`config.mk`:
```
export PLATFORM = sky130hd
export DESIGN_NAME = addnot_accum_flat
export DESIGN_NICKNAME = d
export VERILOG_FILES = /design/src/rtl/addnot_accum_if.sv /design/src/rtl/addnot_accum.sv /design/src/flat_wrapper.sv
export SDC_FILE = /design/constraint.sdc
export NUM_CORES = 1
export LEC_CHECK = 0
export CORE_MARGIN = 2
export CORE_UTILIZATION = 57
export DETAILED_ROUTE_END_ITERATION = 16
export GPL_ROUTABILITY_DRIVEN = 0
export GPL_TIMING_DRIVEN = 0
export PLACE_DENSITY = 0.85
export SYNTH_ARGS = -nofsm -noshare
export SYNTH_HDL_FRONTEND = slang
export SYNTH_SLANG_ARGS = --single-unit
```
`constraint.sdc`:
```
create_clock -name clock -period 3.97 [get_ports clock]
set_input_delay 0.397 -clock clock [delete_from_list [all_inputs] [get_ports clock]]
set_output_delay 0.397 -clock clock [all_outputs]
set_load 0.05 [all_outputs]
```
`src/rtl/addnot_accum_if.sv`:
```
// Valid/ready bundle between the a + ~b adder, the frame accumulator and its consumer.
// The master drives samples and takes frame results; the slave is the accumulator.
interface addnot_accum_if #(
  parameter int WIDTH = 8,
  parameter int COUNT = 4
);
  localparam int LOG_C = $clog2(COUNT);
  localparam int ACC_W = WIDTH + 1 + LOG_C;

  logic             in_valid;
  logic             in_ready;
  logic [WIDTH:0]   in_data;
  logic             flush;
  logic             out_valid;
  logic             out_ready;
  logic [ACC_W-1:0] out_sum;
  logic [LOG_C:0]   out_gt;
  logic [LOG_C:0]   out_len;

  modport master (
    output in_valid, in_data, flush, out_ready,
    input  in_ready, out_valid, out_sum, out_gt, out_len
  );

  modport slave (
    input  in_valid, in_data, flush, out_ready,
    output in_ready, out_valid, out_sum, out_gt, out_len
  );
endinterface

```
`src/rtl/addnot_accum.sv`:
```
// Sums COUNT (WIDTH+1)-bit a + ~b results per frame, counts carries (a > b),
// and presents the frame totals on a held valid/ready output.
module addnot_accum #(
  parameter int WIDTH = 8,
  parameter int COUNT = 4
) (
  input logic          clock,
  input logic          reset,
  addnot_accum_if.slave bus
);
  localparam int LOG_C = $clog2(COUNT);
  localparam int ACC_W = WIDTH + 1 + LOG_C;
  localparam int CNT_W = LOG_C + 1;
  localparam logic [CNT_W-1:0] LAST_LEN = CNT_W'(COUNT - 1);

  typedef enum logic {
    ACCUM = 1'b0,
    HOLD  = 1'b1
  } state_t;

  state_t           state_reg, state_next;
  logic [ACC_W-1:0] acc_reg, acc_next;
  logic [CNT_W-1:0] gt_reg, gt_next;
  logic [CNT_W-1:0] len_reg, len_next;
  logic [ACC_W-1:0] out_sum_reg, out_sum_next;
  logic [CNT_W-1:0] out_gt_reg, out_gt_next;
  logic [CNT_W-1:0] out_len_reg, out_len_next;
  logic             out_valid_reg, out_valid_next;
  logic             in_ready_reg, in_ready_next;

  logic             accept;
  logic             transfer;
  logic             close_frame;
  logic [ACC_W-1:0] acc_add;
  logic [CNT_W-1:0] gt_add;
  logic [CNT_W-1:0] len_add;

  // in_ready_reg is only ever high in ACCUM, so accept needs no state qualifier.
  assign accept   = bus.in_valid & in_ready_reg;
  assign transfer = out_valid_reg & bus.out_ready;

  assign acc_add = acc_reg + (accept ? ACC_W'(bus.in_data) : '0);
  assign gt_add  = gt_reg + CNT_W'(accept & bus.in_data[WIDTH]);
  assign len_add = len_reg + CNT_W'(accept);

  // An empty frame is never closed: flush needs stored samples or one arriving now.
  assign close_frame = (state_reg == ACCUM) &&
                       ((accept && (len_reg == LAST_LEN)) ||
                        (bus.flush && ((len_reg != '0) || accept)));

  always_comb begin
    state_next     = state_reg;
    acc_next       = acc_reg;
    gt_next        = gt_reg;
    len_next       = len_reg;
    out_sum_next   = out_sum_reg;
    out_gt_next    = out_gt_reg;
    out_len_next   = out_len_reg;
    out_valid_next = out_valid_reg;

    case (state_reg)
      ACCUM: begin
        acc_next = acc_add;
        gt_next  = gt_add;
        len_next = len_add;
        if (close_frame) begin
          state_next     = HOLD;
          out_sum_next   = acc_add;
          out_gt_next    = gt_add;
          out_len_next   = len_add;
          out_valid_next = 1'b1;
        end
      end
      HOLD: begin
        if (transfer) begin
          state_next     = ACCUM;
          acc_next       = '0;
          gt_next        = '0;
          len_next       = '0;
          out_valid_next = 1'b0;
        end
      end
      default: state_next = ACCUM;
    endcase

    in_ready_next = (state_next == ACCUM);
  end

  always_ff @(posedge clock or negedge reset) begin
    if (!reset) begin
      state_reg     <= ACCUM;
      acc_reg       <= '0;
      gt_reg        <= '0;
      len_reg       <= '0;
      out_sum_reg   <= '0;
      out_gt_reg    <= '0;
      out_len_reg   <= '0;
      out_valid_reg <= 1'b0;
      in_ready_reg  <= 1'b0;
    end else begin
      state_reg     <= state_next;
      acc_reg       <= acc_next;
      gt_reg        <= gt_next;
      len_reg       <= len_next;
      out_sum_reg   <= out_sum_next;
      out_gt_reg    <= out_gt_next;
      out_len_reg   <= out_len_next;
      out_valid_reg <= out_valid_next;
      in_ready_reg  <= in_ready_next;
    end
  end

  assign bus.in_ready  = in_ready_reg;
  assign bus.out_valid = out_valid_reg;
  assign bus.out_sum   = out_sum_reg;
  assign bus.out_gt    = out_gt_reg;
  assign bus.out_len   = out_len_reg;

endmodule

```
`src/flat_wrapper.sv`:
```
// flat-port wrapper written by rule: the top's interface ports become plain ports
module addnot_accum_flat 
#(
  parameter int WIDTH = 8,
  parameter int COUNT = 4
)
  (clock, reset, bus_in_valid, bus_in_data, bus_flush, bus_out_ready, bus_in_ready, bus_out_valid, bus_out_sum, bus_out_gt, bus_out_len);
  addnot_accum_if #(.WIDTH(WIDTH), .COUNT(COUNT)) bus_i ();
  input logic clock;
  input logic reset;
  input wire logic [$bits(bus_i.in_valid)-1:0] bus_in_valid;
  input wire logic [$bits(bus_i.in_data)-1:0] bus_in_data;
  input wire logic [$bits(bus_i.flush)-1:0] bus_flush;
  input wire logic [$bits(bus_i.out_ready)-1:0] bus_out_ready;
  output wire logic [$bits(bus_i.in_ready)-1:0] bus_in_ready;
  output wire logic [$bits(bus_i.out_valid)-1:0] bus_out_valid;
  output wire logic [$bits(bus_i.out_sum)-1:0] bus_out_sum;
  output wire logic [$bits(bus_i.out_gt)-1:0] bus_out_gt;
  output wire logic [$bits(bus_i.out_len)-1:0] bus_out_len;
  assign bus_i.in_valid = bus_in_valid;
  assign bus_i.in_data = bus_in_data;
  assign bus_i.flush = bus_flush;
  assign bus_i.out_ready = bus_out_ready;
  assign bus_in_ready = bus_i.in_ready;
  assign bus_out_valid = bus_i.out_valid;
  assign bus_out_sum = bus_i.out_sum;
  assign bus_out_gt = bus_i.out_gt;
  assign bus_out_len = bus_i.out_len;
  addnot_accum #(.WIDTH(WIDTH), .COUNT(COUNT)) u_core (.clock(clock), .reset(reset), .bus(bus_i));
endmodule
```
# Word-level counts from Yosys, hierarchy flattened
# Index checks and enable logic that the tools add are counted.
word_totals:
  ff_bits: 37
op_classes:
  addsub: 3
  eq_ne: 3
  muxes: 12
  bitwise_logic: 5
  reduce_logical: 8
ops:
  columns: ["operator", "count"]
  rows:
  - ["$pmux 11 s2", 1]
  - ["$pmux 3 s2", 2]
  - ["$add 11x11->11", 1]
  - ["$mux 11", 1]
  - ["$mux 9", 1]
  - ["$mux 1", 4]
  - ["$pmux 1 s2", 2]
  - ["$reduce_and 2->1", 2]
  - ["$add 3x1->3", 1]
  - ["$add 3x3->3", 1]
  - ["$and 1x1->1", 3]
  - ["$eq 3x2->1 const B", 1]
  - ["$logic_and 1x1->1", 3]
  - ["$mux 3", 1]
  - ["$reduce_bool 3->1", 1]
  - ["$logic_or 1x1->1", 2]
  - ["$ne 2x1->1 const B", 1]
  - ["$ne 2x2->1 const B", 1]
  - ["$not 1->1", 2]

# Depth between registers and ports, before layout
logic_depth:
  word_depth: 8
  depth_mapped: 9
  ltp_nobuf: 8

# Worst setup path before layout
# Ideal clock, no wire load.
synth_path:
  path_kind: "register to register"
  startpoint: "register u_core.in_ready_reg, in the netlist u_core.bus.in_ready"
  endpoint: "register u_core.out_sum_reg[9], in the netlist u_core.bus.out_sum[9]"
  setup_time_ps: 120
  arrival_time_ps: 2494
  required_ps: 3850
  slack_ps: 1356
  stages_incl_launch_ff: 9
  path_buffers: 1
  cell_sequence: "dfrtp_1 -> clkbuf_1 -> and3_1 -> ha_1 -> a21o_1 -> and4_1 -> o211a_1 -> or3_1 -> a31o_1"
synth_via:
  elab_chain_len: 6
  elab_cells_between_ends: 9
synth_lines:
  columns: ["element", "line", "source"]
  rows:
  - ["start, declared", "addnot_accum.sv:29", "logic in_ready_reg, in_ready_next;"]
  - ["start signal, assigned", "addnot_accum.sv:109", "in_ready_reg <= in_ready_next;"]
  - ["$and 1x1->1 *", "addnot_accum.sv:39", "assign accept = bus.in_valid & in_ready_reg;"]
  - ["branches (longest 5 deep; another with $add 11x11->11)", null, null]
  - ["end signal, assigned", "addnot_accum.sv:105", "out_sum_reg <= out_sum_next;"]
  - ["end, declared", "addnot_accum.sv:25", "logic [ACC_W-1:0] out_sum_reg, out_sum_next;"]
# Every way passes the cells marked *.
# A chain may end at the register's enable or synchronous reset.

# Final worst setup path
layout_path:
  startpoint: "input bus_in_valid"
  endpoint: "register u_core.out_sum_reg[9], in the netlist u_core.bus.out_sum[9]"
layout_via:
  elab_chain_len: 6
  elab_cells_between_ends: 9
layout_lines:
  columns: ["element", "line", "source"]
  rows:
  - ["start, declared", "flat_wrapper.sv:11", "input wire logic [$bits(bus_i.in_valid)-1:0] bus_in_valid;"]
  - ["$and 1x1->1 *", "addnot_accum.sv:39", null]
  - ["branches (longest 5 deep; another with $add 11x11->11)", null, null]
# Marked as above.

==> flow_summary.toml <==
[floorplan]
fp.dieH_um = 63.9
dieWidth_um = 63.9
dieArea_um2 = 4080
core_area_um2 = 3390
ios = 33
rows = 21
start_util = 0.603

[routing]
ant_nets = 0
drc = 0
wl_um = 4160
drt_iter0_markers = 44
vias = 1574
wire_per_inst_um = 14.4
drtPass1Iterations = 4
viasPerCell = 5.47

[clocking]
htreeDepth = 2
insertion_delay_ns = 0.35
clkTransAtPathRegs_ns = 0.11
root_buffer = "clkbuf_4"
clock_sinks = 37
cts_buffers = 5
post_cts_resized = 0
cts_buffer_depth = 2
postCtsSetupBuffers = 0
cts_tree = "yes"
cts_hold_buf = 0

[run_status]
status = "completed"

[sta]
worstMarginPinSlew_ns = 0.832
whs_ns = 0.133
report.final.slew_viol_count = 0
setup-violations-final = 0
fin_tns_setup_ns = 0
min_period_ns = 2.78
max_freq_mhz = 360
rsz0062_at_grt = "false"
period_share = 0.700
finalHoldViolCount = 0
max-slew-margin-rel = 0.445
skew_ns = 0.00997

[critical_path]
rr_worst_depth = 9
cp_num_buf_inv = 2
cpMaxStageDelayCell = "clkdlybuf4s50_1"
cp_top_family = "buffers and inverters"
arrival_ns = 3.03
cp.required_ns = 4.22
reg2reg_setup_slack_ns = 1.30
cpPeakStageDelay_ns = 0.51
cp-start-kind = "input port"
crit_type = "in2reg"
reg2reg_from = "u_core.bus.in_ready"
cp_max_fo = 10
worstPathCellList = "clkdlybuf4s50_1, clkbuf_1, and3_1, ha_1, a21o_1, and4_1, o211a_1, or3_1, a31o_1"
crit_path_end_kind = "register"
worstReg2RegEnd = "u_core.acc_reg[10]"

[logic_synthesis]
synth-async-reset-ratio = 1.00
synthSimpleGateAreaFrac = 0.141
synth_edf_count = 0
ys_top_cells_by_area = "dfrtp_1 45%, ha_1 8.0%, o21ai_0 4.4%, nand2_1 3.5%, a21oi_1 2.9%"
synth_top_area_share = 0.453
yosysMostFrequentCell = "dfrtp_1"
syn_inst = 202
synthAdderAreaFrac = 0.0894
synth_top_family_by_area = "compound AO/OA/AOI/OAI gates"
synth_seq_cells = 37
netlist_area_um2 = 2040
synth_common_cells = "37 x dfrtp_1, 19 x nand2_1, 18 x o21ai_0, 15 x inv_1, 13 x ha_1"
synth-xor-area-share = 0.0386
avgSynthCellArea_um2 = 10.1
synthFlopType = "dfrtp_1"
synth_mux_area_frac = 0.0575
yosysTopAreaCell = "dfrtp_1"
ys_warn_count = 0
ys_seq_area_frac = 0.453
synth_compound_area_frac = 0.168
syn-num-nets = 230
synth_cell_types = 45

[placed_design]
hpwl_um = 2870
port_buffers = 32

[final_layout]
drive_gt1_frac = 0.0702
antennaDiodeCount = 0
final_nets = 269
areaGrowthSynthToFinish_pct = 20.6

[global_route]
grt.total_usage = 0.230
overflow = 0
grt_max_degree = 38
antenna_found_initial = 0
grt_pass1_wl_um = 7080
grt_pass1_vias = 1532

[power]
leakagePower_nw = 1.18
powerDensity_nw_per_um2 = 833
ir_drop_v = 0.000533

[flow_run]
max_cap_viol_count = 0

[min_path]
hp-class = "in2async"
[cells by family (layout without fill, tap and decap cells)]
kind of cell,Yosys count,in the layout
AND/OR/NAND/NOR,55,55
adder cells (fa/ha/maj),14,14
flip-flops,37,37
AO/OA/AOI/OAI,50,50
XOR/XNOR,9,9
multiplexers,11,11
buffers and inverters,26,66
[stage by stage]
step	worst slack, ns	util	instances	power (mW)	area (µm²)
after global routing	0.990	0.728	288	2.21	2470
final	1.19	0.728	288	2.05	2470
after global placement	0.838	0.715	280	1.84	2420
after floorplan	1.36	-	202	1.51	2040
after detailed placement	0.822	0.713	280	1.87	2420
after CTS	1.20	0.728	288	2.06	2470
[layer usage]
layer / track usage / part of all wire / vias to the layer above
li1: - / - / 781
met1: 0.302 / 0.47 / 757
met2: 0.363 / 0.47 / 31
met3: 0.0581 / 0.039 / 5
met4: 0.0924 / 0.016 / 0
met5: 0 / 0 / -
[worst reg2reg max path, cell delays in order, from the launching register on]
cell	delay [ns]
dfrtp_1	0.43
clkbuf_1	0.24
and3_1	0.23
ha_1	0.20
fa_1	0.45
a21oi_1	0.22
o22ai_1	0.12
o211ai_1	0.34
nor3_1	0.08
a221o_1	0.27
[cell type report]
type / instances / area (µm²)
buffer: 10 / 48.8
multi-input combinational: 139 / 1010
timing repair buffer: 32 / 315
inverter: 16 / 60.1
tap: 46 / 57.6
clock buffer: 8 / 48.8
fill: 249 / 923
sequential: 37 / 926
[cells in the final DEF, fill, tap and decap left out, types with 4 or more instances in the layout]
master | synthesis | layout
clkdlybuf4s50_1 | 0 | 31
nand2_1 | 19 | 19
and3_1 | 9 | 9
a21o_1 | 4 | 4
o21ai_0 | 18 | 18
inv_1 | 15 | 15
nand3_1 | 4 | 4
ha_1 | 13 | 13
a21oi_1 | 12 | 12
clkbuf_4 | 0 | 5
dfrtp_1 | 37 | 37
xor2_1 | 4 | 4
xnor2_1 | 5 | 5
nor2_1 | 9 | 9
clkbuf_1 | 8 | 11
mux2i_1 | 5 | 5
[worst max-delay path by stage]
stage                                    from                    end  slack (ns)  cells after the start
after floorplan           u_core.bus.in_ready  u_core.bus.out_sum[9]        1.36                      8
after global placement           bus_in_valid  u_core.bus.out_sum[9]        0.84                      9
after detailed placement         bus_in_valid  u_core.bus.out_sum[9]        0.82                      9
after CTS                        bus_in_valid  u_core.bus.out_sum[9]        1.20                      9
after global routing             bus_in_valid  u_core.bus.out_sum[9]        0.99                     10
final                            bus_in_valid  u_core.bus.out_sum[9]        1.19                      9
[where the power goes]
group | internal [mW] | switching, mW | total [mW]
Clock | 0.0706 | 0.121 | 0.191
Sequential | 0.545 | 0.107 | 0.652
Combinational | 0.448 | 0.763 | 1.21
No activity file was read; power rests on OpenSTA's default activity.
